==> src/rtl/rgb_to_gray_converter_if.sv <==
// rtl/rgb_to_gray_converter_if.sv - byte stream handshake bundle: UART side in, Sobel side out
interface rgb_to_gray_converter_if #(
  parameter int DATA_BITS = 8
);
  logic [DATA_BITS-1:0] data_in;
  logic                 valid_in;
  logic                 ready_in;
  logic [DATA_BITS-1:0] data_out;
  logic                 valid_out;
  logic                 ready_out;

  modport slave (
    input  data_in, valid_in, ready_out,
    output ready_in, data_out, valid_out
  );

  modport master (
    output data_in, valid_in, ready_out,
    input  ready_in, data_out, valid_out
  );
endinterface

==> src/rtl/rgb_to_gray_converter.sv <==
// rtl/rgb_to_gray_converter.sv - RGB888 byte stream to luma byte stream, frame header forwarded
module rgb_to_gray_converter #(
  parameter int DATA_BITS = 8,
  parameter int COEF_R    = 77,
  parameter int COEF_G    = 150,
  parameter int COEF_B    = 29
) (
  input  logic                   i_clk,
  input  logic                   i_rst,
  rgb_to_gray_converter_if.slave s_if,
  output logic                   o_frame_done,
  output logic                   o_overrun
);
  localparam int HW = 2 * DATA_BITS;
  localparam int TW = 4 * DATA_BITS;
  localparam int SW = 2 * DATA_BITS;

  typedef enum logic [1:0] {ST_IDLE, ST_HEADER, ST_PIXEL, ST_DONE} state_t;
  typedef enum logic [1:0] {CH_R, CH_G, CH_B} chan_t;

  state_t               r_state;
  state_t               w_state_nxt;
  chan_t                r_chan;
  logic [1:0]           r_hdr_cnt;
  logic [HW-1:0]        r_width;
  logic [DATA_BITS-1:0] r_height_lo;
  logic [TW-1:0]        r_pix_total;
  logic [TW-1:0]        r_pix_cnt;
  logic [DATA_BITS-1:0] r_red;
  logic [DATA_BITS-1:0] r_green;
  logic [DATA_BITS-1:0] r_data_out;
  logic                 r_valid_out;
  logic                 r_frame_done;
  logic                 r_overrun;

  logic                 w_ready_in;
  logic                 w_accept;
  logic                 w_drop;
  logic                 w_drain;
  logic [HW-1:0]        w_height_full;
  logic [TW-1:0]        w_total;
  logic [TW-1:0]        w_pix_next;
  logic [SW-1:0]        w_sum;
  logic                 w_load;
  logic                 w_done_pulse;
  logic [DATA_BITS-1:0] w_load_data;

  // The output register may drain and reload in the same cycle, giving 1 byte/clk.
  assign w_ready_in    = (r_state != ST_DONE) && (!r_valid_out || s_if.ready_out);
  assign w_accept      = s_if.valid_in && w_ready_in;
  assign w_drop        = s_if.valid_in && !w_ready_in;
  assign w_drain       = r_valid_out && s_if.ready_out;
  assign w_height_full = {s_if.data_in, r_height_lo};
  assign w_total       = TW'(r_width) * TW'(w_height_full);
  assign w_pix_next    = r_pix_cnt + TW'(1);
  assign w_sum         = SW'(COEF_R) * SW'(r_red)
                       + SW'(COEF_G) * SW'(r_green)
                       + SW'(COEF_B) * SW'(s_if.data_in);

  assign s_if.ready_in  = w_ready_in;
  assign s_if.data_out  = r_data_out;
  assign s_if.valid_out = r_valid_out;
  assign o_frame_done   = r_frame_done;
  assign o_overrun      = r_overrun;

  always_comb begin
    w_state_nxt  = r_state;
    w_load       = 1'b0;
    w_load_data  = s_if.data_in;
    w_done_pulse = 1'b0;
    case (r_state)
      ST_IDLE: begin
        if (w_accept) begin
          w_load      = 1'b1;
          w_state_nxt = ST_HEADER;
        end
      end
      ST_HEADER: begin
        if (w_accept) begin
          w_load = 1'b1;
          if (r_hdr_cnt == 2'd3) begin
            w_state_nxt = (w_total == '0) ? ST_DONE : ST_PIXEL;
          end
        end
      end
      ST_PIXEL: begin
        if (w_accept && r_chan == CH_B) begin
          w_load      = 1'b1;
          w_load_data = w_sum[SW-1:DATA_BITS];
          if (w_pix_next == r_pix_total) begin
            w_state_nxt = ST_DONE;
          end
        end
      end
      default: begin
        if (!r_valid_out) begin
          w_done_pulse = 1'b1;
          w_state_nxt  = ST_IDLE;
        end
      end
    endcase
  end

  always_ff @(posedge i_clk or posedge i_rst) begin
    if (i_rst) begin
      r_state      <= ST_IDLE;
      r_chan       <= CH_R;
      r_hdr_cnt    <= '0;
      r_width      <= '0;
      r_height_lo  <= '0;
      r_pix_total  <= '0;
      r_pix_cnt    <= '0;
      r_red        <= '0;
      r_green      <= '0;
      r_data_out   <= '0;
      r_valid_out  <= 1'b0;
      r_frame_done <= 1'b0;
      r_overrun    <= 1'b0;
    end else begin
      r_state      <= w_state_nxt;
      r_frame_done <= w_done_pulse;

      if (w_load) begin
        r_data_out  <= w_load_data;
        r_valid_out <= 1'b1;
      end else if (w_drain) begin
        r_valid_out <= 1'b0;
      end

      if (w_drop) begin
        r_overrun <= 1'b1;
      end else if (r_state == ST_IDLE && w_accept) begin
        r_overrun <= 1'b0;
      end

      if (w_accept) begin
        case (r_state)
          ST_IDLE: begin
            r_width[DATA_BITS-1:0] <= s_if.data_in;
            r_hdr_cnt              <= 2'd1;
          end
          ST_HEADER: begin
            r_hdr_cnt <= r_hdr_cnt + 2'd1;
            case (r_hdr_cnt)
              2'd1:    r_width[HW-1:DATA_BITS] <= s_if.data_in;
              2'd2:    r_height_lo             <= s_if.data_in;
              default: begin
                r_pix_total <= w_total;
                r_pix_cnt   <= '0;
                r_chan      <= CH_R;
              end
            endcase
          end
          ST_PIXEL: begin
            case (r_chan)
              CH_R: begin
                r_red  <= s_if.data_in;
                r_chan <= CH_G;
              end
              CH_G: begin
                r_green <= s_if.data_in;
                r_chan  <= CH_B;
              end
              default: begin
                r_chan    <= CH_R;
                r_pix_cnt <= w_pix_next;
              end
            endcase
          end
          default: begin
          end
        endcase
      end
    end
  end
endmodule
==> src/flat_wrapper.sv <==
// flat-port wrapper written by rule: the top's interface ports become plain ports
module rgb_to_gray_converter_flat 
#(
  parameter int DATA_BITS = 8,
  parameter int COEF_R    = 77,
  parameter int COEF_G    = 150,
  parameter int COEF_B    = 29
)
  (i_clk, i_rst, o_frame_done, o_overrun, s_if_data_in, s_if_valid_in, s_if_ready_out, s_if_ready_in, s_if_data_out, s_if_valid_out);
  rgb_to_gray_converter_if #(.DATA_BITS(DATA_BITS)) s_if_i ();
  input  logic i_clk;
  input  logic i_rst;
  output logic o_frame_done;
  output logic o_overrun;
  input wire logic [$bits(s_if_i.data_in)-1:0] s_if_data_in;
  input wire logic [$bits(s_if_i.valid_in)-1:0] s_if_valid_in;
  input wire logic [$bits(s_if_i.ready_out)-1:0] s_if_ready_out;
  output wire logic [$bits(s_if_i.ready_in)-1:0] s_if_ready_in;
  output wire logic [$bits(s_if_i.data_out)-1:0] s_if_data_out;
  output wire logic [$bits(s_if_i.valid_out)-1:0] s_if_valid_out;
  assign s_if_i.data_in = s_if_data_in;
  assign s_if_i.valid_in = s_if_valid_in;
  assign s_if_i.ready_out = s_if_ready_out;
  assign s_if_ready_in = s_if_i.ready_in;
  assign s_if_data_out = s_if_i.data_out;
  assign s_if_valid_out = s_if_i.valid_out;
  rgb_to_gray_converter #(.DATA_BITS(DATA_BITS), .COEF_R(COEF_R), .COEF_G(COEF_G), .COEF_B(COEF_B)) u_core (.i_clk(i_clk), .i_rst(i_rst), .s_if(s_if_i), .o_frame_done(o_frame_done), .o_overrun(o_overrun));
endmodule
==> config.mk <==
export PLATFORM = sky130hd
export DESIGN_NAME = rgb_to_gray_converter_flat
export DESIGN_NICKNAME = d
export VERILOG_FILES = /design/src/rtl/rgb_to_gray_converter_if.sv /design/src/rtl/rgb_to_gray_converter.sv /design/src/flat_wrapper.sv
export SDC_FILE = /design/constraint.sdc
export NUM_CORES = 1
export LEC_CHECK = 0
export ABC_AREA = 1
export CORE_MARGIN = 8
export CORE_UTILIZATION = 40
export CTS_BUF_LIST = sky130_fd_sc_hd__clkbuf_4
export DETAILED_ROUTE_END_ITERATION = 16
export GPL_ROUTABILITY_DRIVEN = 0
export PLACE_DENSITY = 0.58
export SLEW_MARGIN = 20
export SYNTH_ARGS = -nofsm -noshare
export SYNTH_HDL_FRONTEND = slang
export SYNTH_SLANG_ARGS = --single-unit
==> constraint.sdc <==
create_clock -name i_clk -period 7.4 [get_ports i_clk]
set_input_delay 1.48 -clock i_clk [delete_from_list [all_inputs] [get_ports i_clk]]
set_output_delay 1.48 -clock i_clk [all_outputs]
set_load 0.005 [all_outputs]
==> run metrics, run 1 <==
# rows=around 80; WP data arrival=between 7000 and 8000 ps; CTS Buffer Depth=2; Synth Warn #=0; Post-synth EDFFs=0; number of antenna violations at the first check in global routing=2; # resized after CTS=0; CTS buffer count=17; starting density of the core=about two fifths; Die Y=232.7 um; total track usage=19.17%; Synth Flop Type=dfrtp_1; fin crit period=roughly 6800 ps; Slew headroom=a little over a quarter; largest net degree at the start of global routing=between 60 and 70; layout cells sized above 1=around 2.7%; number of distinct library cells after synthesis=38; via count=~16000; global-route wire length before repair=83260 um; grt total ovfl=0; vias in the first global route=16030; CTS clk-pin slew, worst paths=~140 ps; Setup TNS Final=0 ps; H-tree levels=4; Post-Synthesis Net Count=approximately 3000; register bit total from synthesis=between 100 and 150; Area growth syn-to-layout=6.345%; biggest cell delay along the critical path=between 600 and 700 ps; initial DRC count=1066; IO Pins=24; hold slack=around 500 ps; average size of a mapped cell=between 7 and 8 um^2; DR vias/cell=slightly below 5; most frequent cells in the layout=758 x nand2_1, 630 x inv_1, 249 x fa_1; hold buffers post-CTS=0; die width=approximately 230 um; final setup vio count=0; Core Region=0.04646 mm^2; clock sink count=between 100 and 150; Clock Skew=around 27 ps; Critical Path RT=~8000 ps; slowest CP cell=clkdlybuf4s50_1; Max-Cap Viols=0; Nets=approximately 3000; Detailed Place HPWL=between 40000 and 50000 um; commonest non-fill, non-tap cell in the layout=nand2_1; PortBufs=23; Final Cycle Share=just over 90%; Worst Tran Pin Value=~1100 ps; Mapped Cells=about 2600; Post-Route WL=between 40000 and 50000 um; Slew Limit Fails=0; WL/cell=around 16 um; die area=0.05417 mm^2; max frequency=about 0.15 GHz; drt first pass iters=7; Final Hold Vio Count=0; RSZ-0062 raised after global routing=false; asr flop ratio synth=100.0%; root buffer cell=clkbuf_4; CTS tree=yes; Syn Std Cell Area=approximately 0.019 mm^2; HP Class=reg -> reg; setup repair bufs after CTS=0; status=finished, final reports clean; Worst Setup Start Kind=input pin; crit end category=flop; critical path class=in -> reg; post-route ant nets=0; Crit Path Max Fanout=9; sequential share of the synthesized area=between 15 and 20%; worst skew pair latency=just over 600 ps; drc violations=0
==> kinds of logic after synthesis <==
kind of cell / synth area share (%)
buffers and inverters: 14.34
adder cells (fa/ha/maj): 39.58
flip-flops: 16.11
XOR/XNOR: 1.645
AO/OA/AOI/OAI: 5.819
AND/OR/NAND/NOR: 22.50
==> worst max-delay path, delay by kind of cell <==
| family | cells | cell delay [ps] |
|---|---|---|
| and+or+nand+nor | 8 | 790 |
| AOI/OAI and AO/OA | 2 | 220 |
| xor gates and xnor gates | 1 | 380 |
| buffers and inverters | 8 | 1310 |
| adders and majority gates | 7 | 3110 |
==> worst paths after layout <==
kind,from,to,slack (ps),cells past startpoint
min,u_core.s_if.data_out[2],u_core.s_if.data_out[2],500,2
min in group asynchronous,i_rst,u_core.r_red[3],1360,2
max,s_if_data_in[3],u_core.r_state[0],650,26
min reg2reg,u_core.s_if.data_out[2],u_core.s_if.data_out[2],500,2
max reg2reg,u_core.r_green[3],u_core.s_if.data_out[7],790,27
max in group asynchronous,i_rst,u_core.r_pix_cnt[26],4710,3
==> synthesized netlist by cell type (6+ instances only) <==
cell type	n	area, um^2
inv_1	631	2369
o21ai_0	97	485.5
nand4_1	19	118.9
fa_1	249	4985
xor2_1	12	105.1
nor2_1	137	514.2
a21oi_1	48	240.2
clkbuf_1	78	292.8
xnor2_1	18	157.7
o21bai_1	6	45.04
dfrtp_1	121	3028
nor3_1	13	65.06
nand2_1	758	2845
a31oi_1	8	50.05
nand3b_1	21	157.7
ha_1	196	2452
nand3_1	78	390.4
o22ai_1	27	168.9
==> routing by layer <==
layer / up-vias / global-route usage [%] / share of wire, %
met5: - / 0 / 0
met4: 0 / 3.832 / 1.4
met3: 48 / 2.472 / 4.1
met1: 7665 / 25.79 / 46
li1: 7587 / - / -
met2: 308 / 32.86 / 48
==> cell type report <==
class | instances | area (um^2)
inverter | 637 | 2394
fill | 4786 | 26470
tap | 607 | 759.5
antenna | 2 | 5.005
clock buffer | 17 | 127.6
multi-input combinational | 1723 | 13070
timing repair buffer | 40 | 407.9
clock inverter | 15 | 188.9
sequential | 121 | 3028
==> registers in the layout (all words and copies together) (netlist names) <==
signal,cells
u_core.r_red,8
u_core.r_width,16
u_core.o_frame_done,1
u_core.r_hdr_cnt,2
u_core.r_pix_cnt,32
u_core.r_pix_total,32
u_core.r_green,8
u_core.r_chan,2
u_core.r_state,2
u_core.s_if.data_out,8
u_core.s_if.valid_out,1
u_core.r_height_lo,8
u_core.o_overrun,1
==> metrics by stage <==
| stage | area, um^2 | util [%] | cells | setup WS, ps |
|---|---|---|---|---|
| 2_1_floorplan | 18790 | - | 2562 | 729.4 |
| 3_3_place_gp | 19660 | 42.31 | 3128 | 91.69 |
| 3_5_place_dp | 19660 | 42.31 | 3128 | 29.41 |
| 4_1_cts | 19970 | 42.99 | 3160 | 717.1 |
| 5_1_grt | 19980 | 43.02 | 3162 | 237.2 |
| 6_report | 19980 | 43.02 | 3162 | 645.6 |
Power of run 1 is left out: the tool's default activity adds up to more than one toggle a clock period on the data nets, which glitch-free logic cannot reach.
==> run 2: changes to the inputs <==
- SKIP_LAST_GASP: not set -> 1
==> results of run 2 <==
No change in the layout: final DEF, timing and power equal those of run 1.
Power of run 2 is left out for the same reason.
